### config.mk
export PLATFORM = sky130hd
export DESIGN_NAME = count_toggle_monitor
export DESIGN_NICKNAME = d
export VERILOG_FILES = /design/src/rtl/count_toggle_monitor.sv
export SDC_FILE = /design/constraint.sdc
export NUM_CORES = 1
export LEC_CHECK = 0
export BUFFER_PORTS_ARGS = -buffer_cell sky130_fd_sc_hd__buf_2
export CAP_MARGIN = 20
export CORE_ASPECT_RATIO = 0.7
export CORE_MARGIN = 2
export CORE_UTILIZATION = 54
export DETAILED_ROUTE_END_ITERATION = 6
export GPL_TIMING_DRIVEN = 0
export PLACE_DENSITY = 0.78
export SLEW_MARGIN = 30
export SYNTH_ARGS = -nofsm -noshare
export SYNTH_HDL_FRONTEND = slang
export SYNTH_SLANG_ARGS = --single-unit
### constraint.sdc
create_clock -name clk -period 2.5 [get_ports clk]
set_input_delay 0.5 -clock clk [delete_from_list [all_inputs] [get_ports clk]]
set_output_delay 0.5 -clock clk [all_outputs]
set_load 0.02 [all_outputs]
### src/rtl/count_toggle_monitor.sv
// rtl/count_toggle_monitor.sv - receive-side checker for the 4-bit count/toggle interface
module count_toggle_monitor #(
   parameter int LOCK_CYCLES = 4,
   parameter int ERR_W       = 8,
   parameter int WRAP_W      = 8
) (
   input  logic              clk,
   input  logic              rst_n,
   input  logic              enable,
   input  logic [3:0]        count,
   input  logic              t,
   input  logic              err_clr,
   output logic              locked,
   output logic              err_pulse,
   output logic [1:0]        err_code,
   output logic              err_sticky,
   output logic [ERR_W-1:0]  err_cnt,
   output logic [WRAP_W-1:0] wrap_cnt
);

   typedef enum logic [1:0] {IDLE, SYNC, LOCKED} state_t;

   state_t     state, state_n;
   logic [3:0] prev_count;
   logic       prev_t;
   logic [3:0] run, run_n;
   logic [4:0] run_inc;
   logic       skip, tog_err;
   logic       pulse_n, wrap_inc;
   logic [1:0] code_n;

   assign skip    = (count != prev_count + 4'd1);
   assign tog_err = (t != (prev_t ^ (prev_count == 4'hf)));
   assign run_inc = {1'b0, run} + 5'd1;
   assign locked  = (state == LOCKED);

   always_ff @(posedge clk or negedge rst_n) begin
      if (!rst_n) begin
         state <= IDLE;
         run   <= '0;
      end else begin
         state <= state_n;
         run   <= run_n;
      end
   end

   always_comb begin
      state_n  = state;
      run_n    = run;
      pulse_n  = 1'b0;
      code_n   = 2'b00;
      wrap_inc = 1'b0;
      if (!enable) begin
         state_n = IDLE;
         run_n   = '0;
      end else begin
         case (state)
            IDLE: begin
               state_n = SYNC;
               run_n   = '0;
            end
            SYNC: begin
               if (skip || tog_err) begin
                  run_n = '0;
               end else begin
                  run_n = run_inc[3:0];
                  if (run_inc >= 5'(LOCK_CYCLES))
                     state_n = LOCKED;
               end
            end
            LOCKED: begin
               if (skip || tog_err) begin
                  pulse_n = 1'b1;
                  code_n  = {tog_err, skip};
                  state_n = SYNC;
                  run_n   = '0;
               end else begin
                  wrap_inc = (prev_count == 4'hf);
               end
            end
            default: begin
               state_n = IDLE;
               run_n   = '0;
            end
         endcase
      end
   end

   // prev regs follow the sample whenever active, so resync starts from the latest value
   always_ff @(posedge clk or negedge rst_n) begin
      if (!rst_n) begin
         prev_count <= '0;
         prev_t     <= 1'b0;
         err_pulse  <= 1'b0;
         err_code   <= 2'b00;
         err_sticky <= 1'b0;
         err_cnt    <= '0;
         wrap_cnt   <= '0;
      end else begin
         if (enable) begin
            prev_count <= count;
            prev_t     <= t;
         end
         err_pulse <= pulse_n;
         err_code  <= code_n;
         if (err_clr) begin
            err_cnt    <= pulse_n ? ERR_W'(1) : '0;
            err_sticky <= pulse_n;
         end else if (pulse_n) begin
            err_sticky <= 1'b1;
            if (err_cnt != '1)
               err_cnt <= err_cnt + ERR_W'(1);
         end
         if (wrap_inc)
            wrap_cnt <= wrap_cnt + WRAP_W'(1);
      end
   end

endmodule

==> results of run 1 <==
per-stage QoR:
step	worst slack [ps]	hold slack, ps	power, mW
after floorplan	202	204	0.586
after global placement	78.9	450	0.611
after detailed placement	45.8	467	0.616
after CTS	25.3	284	0.988
after global routing	10.3	316	1.03
final	110	248	0.987
synth_stat cells (4+ instances only):
master / instances / share of area (%)
nor2b_1: 4 / 1.6
nand2_1: 6 / 1.4
nand3_1: 11 / 3.5
dfrtp_1: 31 / 50
nor2_1: 19 / 4.6
ha_1: 4 / 3.2
xor2_1: 10 / 5.6
xnor2_1: 5 / 2.8
mux2_2: 7 / 5.0
or4_1: 4 / 1.9
worst max-delay path by stage:
stage | end | cells past startpoint | startpoint
after global placement | err_cnt[2] | 7 | prev_count[0]
after CTS | err_cnt[2] | 7 | prev_count[0]
after detailed placement | err_cnt[2] | 7 | prev_count[0]
after floorplan | wrap_cnt[7] | 7 | prev_count[0]
after global routing | wrap_cnt[7] | 7 | prev_count[1]
final | err_cnt[2] | 7 | prev_count[0]
cells in the final DEF (no fill, tap or decap), types with 2 or more instances in the layout:
| master | instances |
|---|---|
| clkbuf_8 | 5 |
| o31ai_1 | 3 |
| buf_2 | 28 |
| dfrtp_1 | 31 |
| a22oi_1 | 3 |
| inv_1 | 3 |
| a21oi_1 | 3 |
| nor3_1 | 2 |
| or4_1 | 3 |
| xor2_1 | 10 |
| or3_1 | 3 |
| nand3_1 | 11 |
| mux2_2 | 7 |
| nor3_4 | 2 |
| clkbuf_1 | 4 |
| nor2b_1 | 4 |
| xnor2_1 | 5 |
| o21ai_0 | 2 |
| nand4_1 | 3 |
| nor2_1 | 19 |
| nor4_1 | 2 |
| ha_1 | 4 |
| nand2_1 | 6 |
| mux2i_1 | 2 |
critical path, delay by kind of cell, from the launching register on:
family | cells | cell delay, ps
fa+ha+maj | 1 | 190
buf+inv | 1 | 250
flops | 1 | 390
xor+xnor | 1 | 430
compound gates | 1 | 250
simple gates | 3 | 770
what timing repair did:
item                                    in CTS  in global routing
gates resized for setup                      0                  3
setup buffers                                0                  1
endpoints found under the setup margin       0                  7
per-layer routing:
layer | share of wire [%] | GRT usage (%) | vias up | routed length [microns]
met1 | 48 | 29.5 | 590 | 1460
met3 | 3.8 | 6.93 | 7 | 116
li1 | - | - | 592 | -
met2 | 46 | 29.0 | 21 | 1410
met4 | 1.8 | 9.00 | 0 | 55
met5 | 0 | 0 | - | 0
kinds of logic (layout without fill, tap and decap cells):
family,count (synthesis),count (layout),share of synthesized area [%]
buffers and inverters,8,44,2.56
muxes,9,9,6.32
adders and majority gates,4,4,3.20
xor gates and xnor gates,16,16,9.91
and+or+nand+nor,60,60,20.1
AOI/OAI and AO/OA,18,18,8.31
DFF,31,31,49.6
power breakdown:
group          switching (mW)  internal (mW)  leakage (nW)
combinational          0.0534         0.0397         0.463
clock                   0.179          0.195        0.0422
sequential            0.00854          0.511         0.420
total                   0.241          0.746         0.924
sequential cells by signal (all words and copies together), names as in the netlist:
name	cells
state	2
err_pulse	1
err_code	2
prev_count	4
err_cnt	8
run	4
prev_t	1
err_sticky	1
wrap_cnt	8
cell type report:
| cell class | count | share of cell area [%] |
|---|---|---|
| timing repair buffer | 28 | 7.72 |
| multi-input combinational | 107 | 41.1 |
| clock buffer | 7 | 4.13 |
| tap | 36 | 2.44 |
| buffer | 5 | 1.69 |
| clock inverter | 1 | 0.271 |
| sequential | 31 | 42.0 |
| inverter | 3 | 0.610 |
==> metrics.txt, run 1 <==
routed len/inst=13.9 microns; crit path max fanout=10; Fin. Hold Viols=0; Rel. slew slack=55.6%; die area=3350 sq um; Async SR Flop Fraction=100%; worst r2r dst=err_cnt[2]; Tmin final=2390 ps; Tcrit/Tclk final=95.6%; Crit path arrival time=2560 ps; FF+latch area=776 sq um; Tot GR Track Use=20.8%; worst endpoint required time=2670 ps; Via Count=1210; final design utilization=66.4%; startpoint class of the critical path=register; CP Cell Sequence=ha_1 -> xor3_1 -> or3_1 -> nor3_4 -> clkbuf_4 -> nor3_1 -> a31o_2; DR iter-0 viols=38; status=finished clean; Max clock buf depth=2; Main synth FF type=dfrtp_1; CTS Buf Count=5; RSZ-0062 raised after global routing=false; die width=68.4 microns; GP Congestion=0.807; Max IR drop VDD=376 uV; Inserted Diodes=0; Crit path largest cell delay=430 ps; worst slew pin tran=665 ps; Post-Syn Area=1570 sq um; DRC violations left=0; core region area=2780 sq um; Die H=49.0 microns; fmax=418 MHz; Max-Cap Viols=0; leak pwr=0.924 nW; Post-Syn Area per Cell=10.7 sq um; vias in the first global route=1130; critical path's slowest cell=xor3_1; Design Area, Final=1850 sq um; reg2reg start=prev_count[0]; antenna viol nets, final=0; critical path class=reg2reg; Slew Limit Fails=0; placed cell area=1750 sq um; area occupied by multi-input gates=759 sq um; IO Count=30; PortBufs=27; Syn Nets=159; # setup viols final=0; worst min path class=in2async; Clock Pin Slew Worst Setup and Hold Paths=60 ps; R2R Setup Slk=110 ps; Worst R2R Path Depth=7; Initial Util=56.2%; Hold Buf Count CTS=0; Routed WL=3040 microns; H-tree depth=2; layout cell share with drive strength beyond 1=26.9%; Initial DRT Pass Iterations=4; Setup TNS Final=0 ps; total grt overflow=0; largest net degree at the start of global routing=32; vias per std cell=5.55; Worst Setup End Kind=register; initial antenna violation count=0; FF+latch count, synth=31; Nets=194; clock sink count=31; worst skew pair latency=280 ps; Rows=16; synthesized instance count=146; global-route wire length before repair=5020 microns; hpwl dp=2270 microns; CTS root buffer=clkbuf_8; Syn. warnings=0; CTS tree=built; Seq/Total Area, Yosys=49.6%; EDFF count, synth=0; Area Growth Syn to Fin=18.0%; Inst Count DP=209; Worst Skew=5.69 ps; Final Non-Filler Cells=218; P per Cell Area=534 nW/um^2; Synth cell types=37; fillers=235
Power figures use the tool's default switching activity.
==> inputs of run 2 (changes only) <==
Settings changed: REMOVE_ABC_BUFFERS set to 1, SLEW_MARGIN 30 to 20.
==> metrics.txt, run 2 (synthesis results as in run 1) <==
Rows=16; DR iter-0 viols=64; Initial DRT Pass Iterations=4; # setup viols final=0; hpwl dp=2160 microns; vias per std cell=5.61; Setup TNS Final=0 ps; startpoint class of the critical path=register; total grt overflow=0; global-route wire length before repair=5290 microns; CTS Buf Count=5; RSZ-0062 raised after global routing=true; fillers=215; Final Non-Filler Cells=214; IO Count=30; placed cell area=1730 sq um; Hold Buf Count CTS=0; H-tree depth=2; worst slew pin tran=667 ps; Max IR drop VDD=405 uV; crit path max fanout=14; worst skew pair latency=280 ps; die area=3350 sq um; Inst Count DP=206; initial antenna violation count=0; PortBufs=29; Area Growth Syn to Fin=16.8%; fmax=415 MHz; most frequent cells in the layout=dfrtp_1 (31), buf_2 (29), nor2_1 (19); worst min path class=in2async; Slew Limit Fails=0; Max-Cap Viols=0; CTS root buffer=clkbuf_8; Initial Util=56.2%; Inserted Diodes=0; antenna viol nets, final=0; total power draw=985 uW; worst endpoint required time=2670 ps; CTS tree=built; vias in the first global route=1199; Fin. Hold Viols=0; Clock Pin Slew Worst Setup and Hold Paths=60 ps; Worst Skew=6.26 ps; post-CTS setup buffers=0; Rel. slew slack=55.6%; leak pwr=0.914 nW; Design Area, Final=1830 sq um; largest net degree at the start of global routing=32; core region area=2780 sq um; biggest regs=err_cnt: 8 flops, wrap_cnt: 8 flops; Crit path arrival time=2580 ps; clock sink count=31; Via Count=1201; status=finished clean; DRC violations left=0; Max clock buf depth=2; Routed WL=2930 microns; Worst Setup End Kind=register; Tcrit/Tclk final=96.4%; Nets=190; GP Congestion=0.834; Tot GR Track Use=21.5%; critical path class=reg2reg; die width=68.4 microns; P per Cell Area=539 nW/um^2; Die H=49.0 microns; layout cell share with drive strength beyond 1=28.7%; Worst R2R Path Depth=6; final design utilization=65.7%; routed len/inst=13.7 microns; commonest non-fill, non-tap cell in the layout=dfrtp_1; Tmin final=2410 ps
-- run 2: cell types whose count changed in the layout (fill, tap and decap cells not counted), sizes merged --
cell    before  now
clkinv       1    3
buf         30   29
clkbuf      10    5
-- run 2: worst max-delay path, stage by stage (launching register included) --
cell and delay [ps]:
dfrtp_1 420, ha_1 240, xor3_1 410, or3_1 400, nor3_4 420, nor4_1 120
mux2_2 290
-- run 2: metrics by stage --
stage	worst slack, ps	hold slack, ps
after floorplan	143	204
after global placement	-70.2	451
after CTS	28.5	276
after global routing	-4.36	321
final	89.9	249
after detailed placement	-128	462
-- run 2: path summary, 6_finish.rpt --
check / start / endpoint / slack (ps)
min in group clk: wrap_cnt[7] / wrap_cnt[7] / 470
min: rst_n / err_cnt[1] / 250
min reg2reg: wrap_cnt[7] / wrap_cnt[7] / 470
max in group asynchronous: rst_n / err_cnt[3] / 1810
max: prev_count[0] / err_cnt[4] / 90
max reg2reg: prev_count[0] / err_cnt[4] / 90
-- run 2: power breakdown --
part	internal [mW]	leakage, nW	switching [mW]
Clock	0.190	0.0477	0.186
Sequential	0.511	0.420	0.00914
Combinational	0.0372	0.447	0.0520
-- run 2: layout make-up --
cell class,instances,area (sq um),area share (%)
clock buffer,5,68.8,3.76
timing repair buffer,29,145,7.94
clock inverter,3,15.0,0.821
tap,36,45.0,2.46
sequential,31,776,42.4
multi-input combinational,107,767,42.0
inverter,3,11.3,0.616
-- run 2: per-layer routing --
layer	vias to the layer above	track usage, %	wire length [microns]
met3	5	6.93	139
met5	-	0	0
met1	585	30.5	1420
met2	26	30.4	1330
li1	585	-	-
met4	0	9.00	44
-- run 2: what timing repair did --
| item | in CTS | in global routing |
|---|---|---|
| pin swaps | 0 | 1 |
| setup endpoints to repair | 10 | 12 |
| gates resized for setup | 1 | 3 |
